<file path="src/rtl/ex_muldiv_unit.sv">
// Iterative 32-cycle multiply/divide for the execute stage; results held in hi/lo, busy stalls the pipe.
// Optional build macro MULDIV_SIGNED_EN enables sign handling for OP_MULT/OP_DIV.
module ex_muldiv_unit #(
  parameter logic [5:0] OP_MULT  = 6'b011000,
  parameter logic [5:0] OP_MULTU = 6'b011001,
  parameter logic [5:0] OP_DIV   = 6'b011010,
  parameter logic [5:0] OP_DIVU  = 6'b011011,
  parameter int         ITERS    = 32
) (
  input  logic            clk,
  input  logic            rst,
  input  logic            start,
  input  logic [5:0]      alu_op,
  input  logic [7:0][3:0] operand_a,
  input  logic [7:0][3:0] operand_b,
  input  logic            flush,
  output logic            busy,
  output logic            done,
  output logic            div_by_zero,
  output logic [31:0]     hi,
  output logic [31:0]     lo
);

  localparam logic [1:0] S_IDLE = 2'd0;
  localparam logic [1:0] S_RUN  = 2'd1;
  localparam logic [1:0] S_DONE = 2'd2;

  logic [1:0]  state;
  logic [4:0]  count;
  logic [31:0] acc_hi, acc_lo, opb, a_raw;
  logic        is_div, dz;
  logic [31:0] a_w, b_w, a_mag, b_mag;
  logic        op_ok;

  assign a_w   = operand_a;
  assign b_w   = operand_b;
  assign op_ok = (alu_op == OP_MULT) || (alu_op == OP_MULTU) ||
                 (alu_op == OP_DIV)  || (alu_op == OP_DIVU);

  assign busy        = (state == S_RUN);
  assign done        = (state == S_DONE);
  assign div_by_zero = done & dz;

`ifdef MULDIV_SIGNED_EN
  // Even opcodes (MULT/DIV) are the signed variants.
  logic sgn_op, neg_q, neg_r;
  assign sgn_op = ~alu_op[0];
  assign a_mag  = (sgn_op && a_w[31]) ? -a_w : a_w;
  assign b_mag  = (sgn_op && b_w[31]) ? -b_w : b_w;
`else
  assign a_mag  = a_w;
  assign b_mag  = b_w;
`endif

  // One shift-add (multiply) or restore step (divide) per RUN cycle.
  logic [32:0] sum, rem_s, diff;
  logic [31:0] nxt_hi, nxt_lo, res_hi, res_lo;

  always_comb begin
    sum    = {1'b0, acc_hi} + (acc_lo[0] ? {1'b0, opb} : 33'd0);
    rem_s  = {acc_hi, acc_lo[31]};
    diff   = rem_s - {1'b0, opb};
    nxt_hi = sum[32:1];
    nxt_lo = {sum[0], acc_lo[31:1]};
    if (is_div) begin
      nxt_hi = diff[32] ? rem_s[31:0] : diff[31:0];
      nxt_lo = {acc_lo[30:0], ~diff[32]};
    end
  end

  always_comb begin
    res_hi = nxt_hi;
    res_lo = nxt_lo;
`ifdef MULDIV_SIGNED_EN
    if (is_div) begin
      if (neg_q) res_lo = -nxt_lo;
      if (neg_r) res_hi = -nxt_hi;
    end else if (neg_q) begin
      {res_hi, res_lo} = -{nxt_hi, nxt_lo};
    end
`endif
    if (dz) begin
      res_hi = a_raw;
      res_lo = '1;
    end
  end

  always_ff @(posedge clk) begin
    if (rst) begin
      state  <= S_IDLE;
      count  <= '0;
      acc_hi <= '0;
      acc_lo <= '0;
      opb    <= '0;
      a_raw  <= '0;
      is_div <= 1'b0;
      dz     <= 1'b0;
      hi     <= '0;
      lo     <= '0;
`ifdef MULDIV_SIGNED_EN
      neg_q  <= 1'b0;
      neg_r  <= 1'b0;
`endif
    end else if (flush) begin
      state <= S_IDLE;
    end else begin
      case (state)
        S_IDLE, S_DONE: begin
          if (start && op_ok) begin
            state  <= S_RUN;
            count  <= '0;
            is_div <= alu_op[1];
            dz     <= alu_op[1] && (b_w == 32'd0);
            a_raw  <= a_w;
            acc_hi <= '0;
            // multiply: multiplier shifts out of acc_lo; divide: dividend shifts out of acc_lo
            acc_lo <= alu_op[1] ? a_mag : b_mag;
            opb    <= alu_op[1] ? b_mag : a_mag;
`ifdef MULDIV_SIGNED_EN
            neg_q  <= sgn_op && (a_w[31] ^ b_w[31]);
            neg_r  <= sgn_op && a_w[31];
`endif
          end else begin
            state <= S_IDLE;
          end
        end
        S_RUN: begin
          acc_hi <= nxt_hi;
          acc_lo <= nxt_lo;
          count  <= count + 5'd1;
          if (count == 5'(ITERS - 1)) begin
            hi    <= res_hi;
            lo    <= res_lo;
            state <= S_DONE;
          end
        end
        default: state <= S_IDLE;
      endcase
    end
  end

endmodule

</file>
<file path="config.mk">
export PLATFORM = sky130hd
export DESIGN_NAME = ex_muldiv_unit
export DESIGN_NICKNAME = d
export VERILOG_FILES = /design/src/rtl/ex_muldiv_unit.sv
export SDC_FILE = /design/constraint.sdc
export NUM_CORES = 1
export LEC_CHECK = 0
export ABC_CLOCK_PERIOD_IN_PS = 3750
export BUFFER_PORTS_ARGS = -buffer_cell sky130_fd_sc_hd__buf_4
export CORE_ASPECT_RATIO = 2
export CORE_MARGIN = 2
export CORE_UTILIZATION = 28
export CTS_CLUSTER_SIZE = 28
export DETAILED_ROUTE_END_ITERATION = 6
export HOLD_SLACK_MARGIN = 0.02
export SLEW_MARGIN = 30
export SYNTH_ARGS = -nofsm -noshare
export SYNTH_HDL_FRONTEND = slang
export SYNTH_SLANG_ARGS = --single-unit
</file>
<file path="constraint.sdc">
create_clock -name clk -period 3.75 [get_ports clk]
set_input_delay 0.375 -clock clk [delete_from_list [all_inputs] [get_ports clk]]
set_output_delay 0.375 -clock clk [all_outputs]
set_load 0.02 [all_outputs]
</file>
Word-level counts from Yosys, hierarchy flattened
Cells that the tools add are included.
{ "word_totals": {"regBits": 201, "inputBits": 74, "output_inout_bits": 67, "wordCells": 55} }
{ "op_classes": {"addsub": 3, "eq_ne": 9, "muxes": 17, "n_bitwise": 3, "n_reduce_logical": 13} }
{ "ops": {"columns": ["operator", "n"], "rows": [
  ["$mux 32", 10],
  ["$pmux 32 s2", 2],
  ["$add 32x32->33", 1],
  ["$sub 33x32->33", 1],
  ["$logic_not 32->1", 1],
  ["$eq 6x5->1 const B", 4],
  ["$pmux 5 s2", 1],
  ["$reduce_and 3->1", 3],
  ["$add 5x1->5 const B", 1],
  ["$eq 5x5->1 const B", 1],
  ["$mux 5", 1],
  ["$pmux 2 s2", 1],
  ["$reduce_or 2->1", 2],
  ["$logic_or 1x1->1", 3],
  ["$eq 2x1->1 const B", 1],
  ["$eq 2x2->1 const B", 1],
  ["$logic_and 1x1->1", 2],
  ["$logic_not 2->1", 1],
  ["$mux 2", 1],
  ["$ne 2x1->1 const B", 1],
  ["$ne 2x2->1 const B", 1],
  ["$not 1->1", 2],
  ["$reduce_bool 2->1", 1],
  ["$and 1x1->1", 1],
  ["$mux 1", 1]
]} }

Longest topological paths before layout
{ "logic_depth": {"depth_word": 7, "ltp_mapped": 15, "mapped_depth_nobuf": 13} }

Worst setup path after synthesis
Ideal clock, no wire load.
{ "synth_timing": {"path_type": "register -> register", "start": "register acc_lo[31]", "end": "register hi[20]", "setup_ns": 0.132, "t_arrival_ns": 3.361, "required_ns": 3.618, "slack_ns": 0.257, "path_stages_with_launch": 15, "n_path_buf": 1, "period_less_slack_ns": 3.493, "path_cell_list": "dfxtp_1 -> inv_1 -> ha_1 -> fa_1 -> nand2b_1 -> a211o_1 -> a311oi_2 -> nor4_2 -> o21a_2 -> o211ai_4 -> and2_1 -> buf_6 -> mux2_2 -> a2111oi_0 -> nor3_1"} }
{ "synth_via": {"elab_chain_len": 4} }
{ "synth_rtl": {"columns": ["item", "line_no", "source"], "rows": [
  ["start, declared", "30", "logic [31:0] acc_hi, acc_lo, opb, a_raw;"],
  ["start signal, assigned", "117", "acc_lo <= alu_op[1] ? a_mag : b_mag;"],
  ["start signal, assigned", "129", "acc_lo <= nxt_lo;"],
  ["$sub 33x32->33", "62", "diff = rem_s - {1'b0, opb};"],
  ["$mux 32", "66", "nxt_hi = diff[32] ? rem_s[31:0] : diff[31:0];"],
  ["$mux 32", "65", "if (is_div) begin"],
  ["$mux 32", "82", "if (dz) begin"],
  ["end signal, assigned", "132", "hi <= res_hi;"],
  ["end, declared", "20", "output logic [31:0] hi,"]
]} }
No other way between the ends.
A chain may end at the register's enable or synchronous reset.

Final worst setup path
Same ends and word-level chain as after synthesis.

==> metrics.yaml <==
die_w_microns: 157
io_pins: 141
yosysUniqueCellTypes: 74
yosys_register_bits: 201
dpl.hpwl_mm: 33.4
fin_nets: 1972
maxCapViolCount: 0
dp_cells: 2436
drtPass1Iterations: 7
gp_congestion: 0.893
syn-num-nets: 1827
area_growth_pct: 21.9
htree_levels: 1
dpl_cell_area_sq_um: 15300
layout.cells.non_filler: 2468
grt_antenna_before_repair: 0
io_buffers: 139
syn_inst: 1685
ys.flop_type: "dfxtp_1"
worstSetupStartpointType: "flop"
yosysTopAreaCellShare_pct: 30.8
vias_per_cell: 5.17
clk_pin_slew_ns: 0.07
final-setup-viol-count: 0
hp-start: "flush"
routedWlPerCell_microns: 17.9
grt_pass1_vias: 12314
floorplan.initialDensity_pct: 28.2
synth_warnings: 0
drt_drc_violations_left: 0
cp.arrival_ns: 3.95
timing.final.crit_share_pct: 95.5
die_h_microns: 309
fp.dieArea_sq_um: 48500
r2r-start: "acc_lo[31]"
end_kind: "flop"
num_vias: 12749
yosys.area.top_type: "dfxtp_1"
postSynthAreaPerCell_sq_um: 7.75
diodes: 0
grt.total_usage_pct: 18.0
rows: 112
crit_required_ns: 4.12
crit_type: "reg2reg"
startpoint: "acc_lo[31]"
synth_common_cells: "dfxtp_1 (201), nor2_1 (199), a21oi_1 (178), nand2_1 (151), clkbuf_1 (105)"
grt_pass1_wl_mm: 69.6
hold_class: "in2reg"
clk_latency_ns: 0.51
max_freq_ghz: 0.279
multi_input_area_sq_um: 8440
synth_enable_flop_cells: 0
totalWireLength_mm: 44.2
cts_sinks: 201
clockRootBuffer: "clkbuf_16"
status: "finished, final reports clean"
pwr_density_cell_nw_per_um2: 289
stdcell_area_sq_um: 15900
yosysMostFrequentCell: "dfxtp_1"
grt_start_max_net_pins: 125
slew-limit-headroom_pct: 50.9
clockBufferDepth: 3
ant_nets: 0
ys_seq_area_share_pct: 30.8
final_hold_viol_count: 0
period_minus_slack_ns: 3.58
peakVddDrop_mv: 0.377
cts.hold.buffers_added: 0
regArea_sq_um: 4030
core-area_sq_um: 46400
synthTopCellsByArea: "dfxtp_1 (31%), a21oi_1 (6.8%), ha_1 (6.3%)"
slew_viol_final: 0
fin_skew_ns: 0.0170
final.fill_count: 4941
finish.utilization_pct: 34.3
cts_tree: "yes"
p_leak_nw: 6.58
worst_pin_slew_ns: 0.736
drt_iter0_markers: 806
drive_above_1_share_pct: 18.0
cts_inserted_buffers: 19
cp_max_fo: 4
async_flop_share_pct: 0
fin_total_pwr_mw: 4.61
overflow: 0
syn_area_sq_um: 13100
sequential cells by signal, indices dropped and copies added, names as in the netlist:
register and cells:
acc_hi 32, opb 32, is_div 1, acc_lo 32
count 5, dz 1, state 2, hi 32
lo 32, a_raw 32
critical path: stages, from the launching register on:
cell and delay (ns):
dfxtp_1 0.33, inv_1 0.06, ha_1 0.22, fa_1 0.38, nand2b_1 0.17, a211o_1 0.29
a311oi_2 0.24, buf_4 0.19, nor4_2 0.06, o21a_2 0.25, o211ai_4 0.18, and2_2 0.22
mux2_2 0.38, a2111oi_4 0.36, nor3_1 0.09
routing by layer:
layer	vias to the layer above	wire length (microns)	track usage, %
met3	58	2840	3.24
met4	0	1060	4.93
met5	-	0	0
met2	385	19800	28.5
met1	5947	20500	24.8
li1	6359	-	-
logic make-up after synthesis:
group           after synthesis  synth area share (%)
flops                       201                  30.8
xor+xnor                     49                  3.29
simple gates                593                  20.9
mux                         114                  9.04
compound gates              484                  24.0
buf+inv                     176                  5.31
fa+ha+maj                    68                  6.63
power breakdown:
part / switching, mW / internal (mW)
clock network: 0.857 / 1.02
registers: 0.0106 / 2.14
logic: 0.333 / 0.243
stage by stage:
step,setup WS [ns],hold WS [ns],setup TNS [ns]
3_5_place_dp,0.0774,0.445,0
4_1_cts,0.0217,0.0589,0
6_report,0.168,0.0818,0
2_1_floorplan,0.257,0.431,0
5_1_grt,-0.00743,0.0834,-0.00931
3_3_place_gp,0.0963,0.438,0
placed cells by master (no fill, tap or decap), drive strengths merged, types with 11 or more instances in the layout:
cell    count
buf       242
dfxtp     201
nor2      199
a21oi     178
nand2     152
nor3       87
mux2i      82
a211oi     82
o21ai      74
ha         66
inv        59
and2       39
mux2       32
clkbuf     29
xnor2      25
xor2       24
nand3      23
a21o       17
o21a       17
nand4      16
a211o      14
or3        14
a22o       14
o211ai     14
and3       12
nand2b     12
nor4       12
a31oi      11
worst paths after layout:
| check | endpoint | slack (ns) | depth (start not counted) |
|---|---|---|---|
| max reg2reg | hi[20] | 0.17 | 14 |
| min reg2reg | a_raw[14] | 0.45 | 2 |
| max | hi[20] | 0.17 | 14 |
| min | state[0] | 0.08 | 2 |
timing repair:
action	CTS	global route
setup buffers	0	0
endpoints found under the hold margin	0	0
resized for setup	0	15
setup endpoints to repair	0	41
cell type report:
cell class,count,area share [%]
clock buffers,29,3.48
clock inverters,3,0.134
inverters,58,1.37
multi-input cells,1308,53.0
flip-flops and latches,201,25.3
well taps,627,4.93
repair buffers,242,11.8
Note: power is estimated with default switching activity, not from simulation.
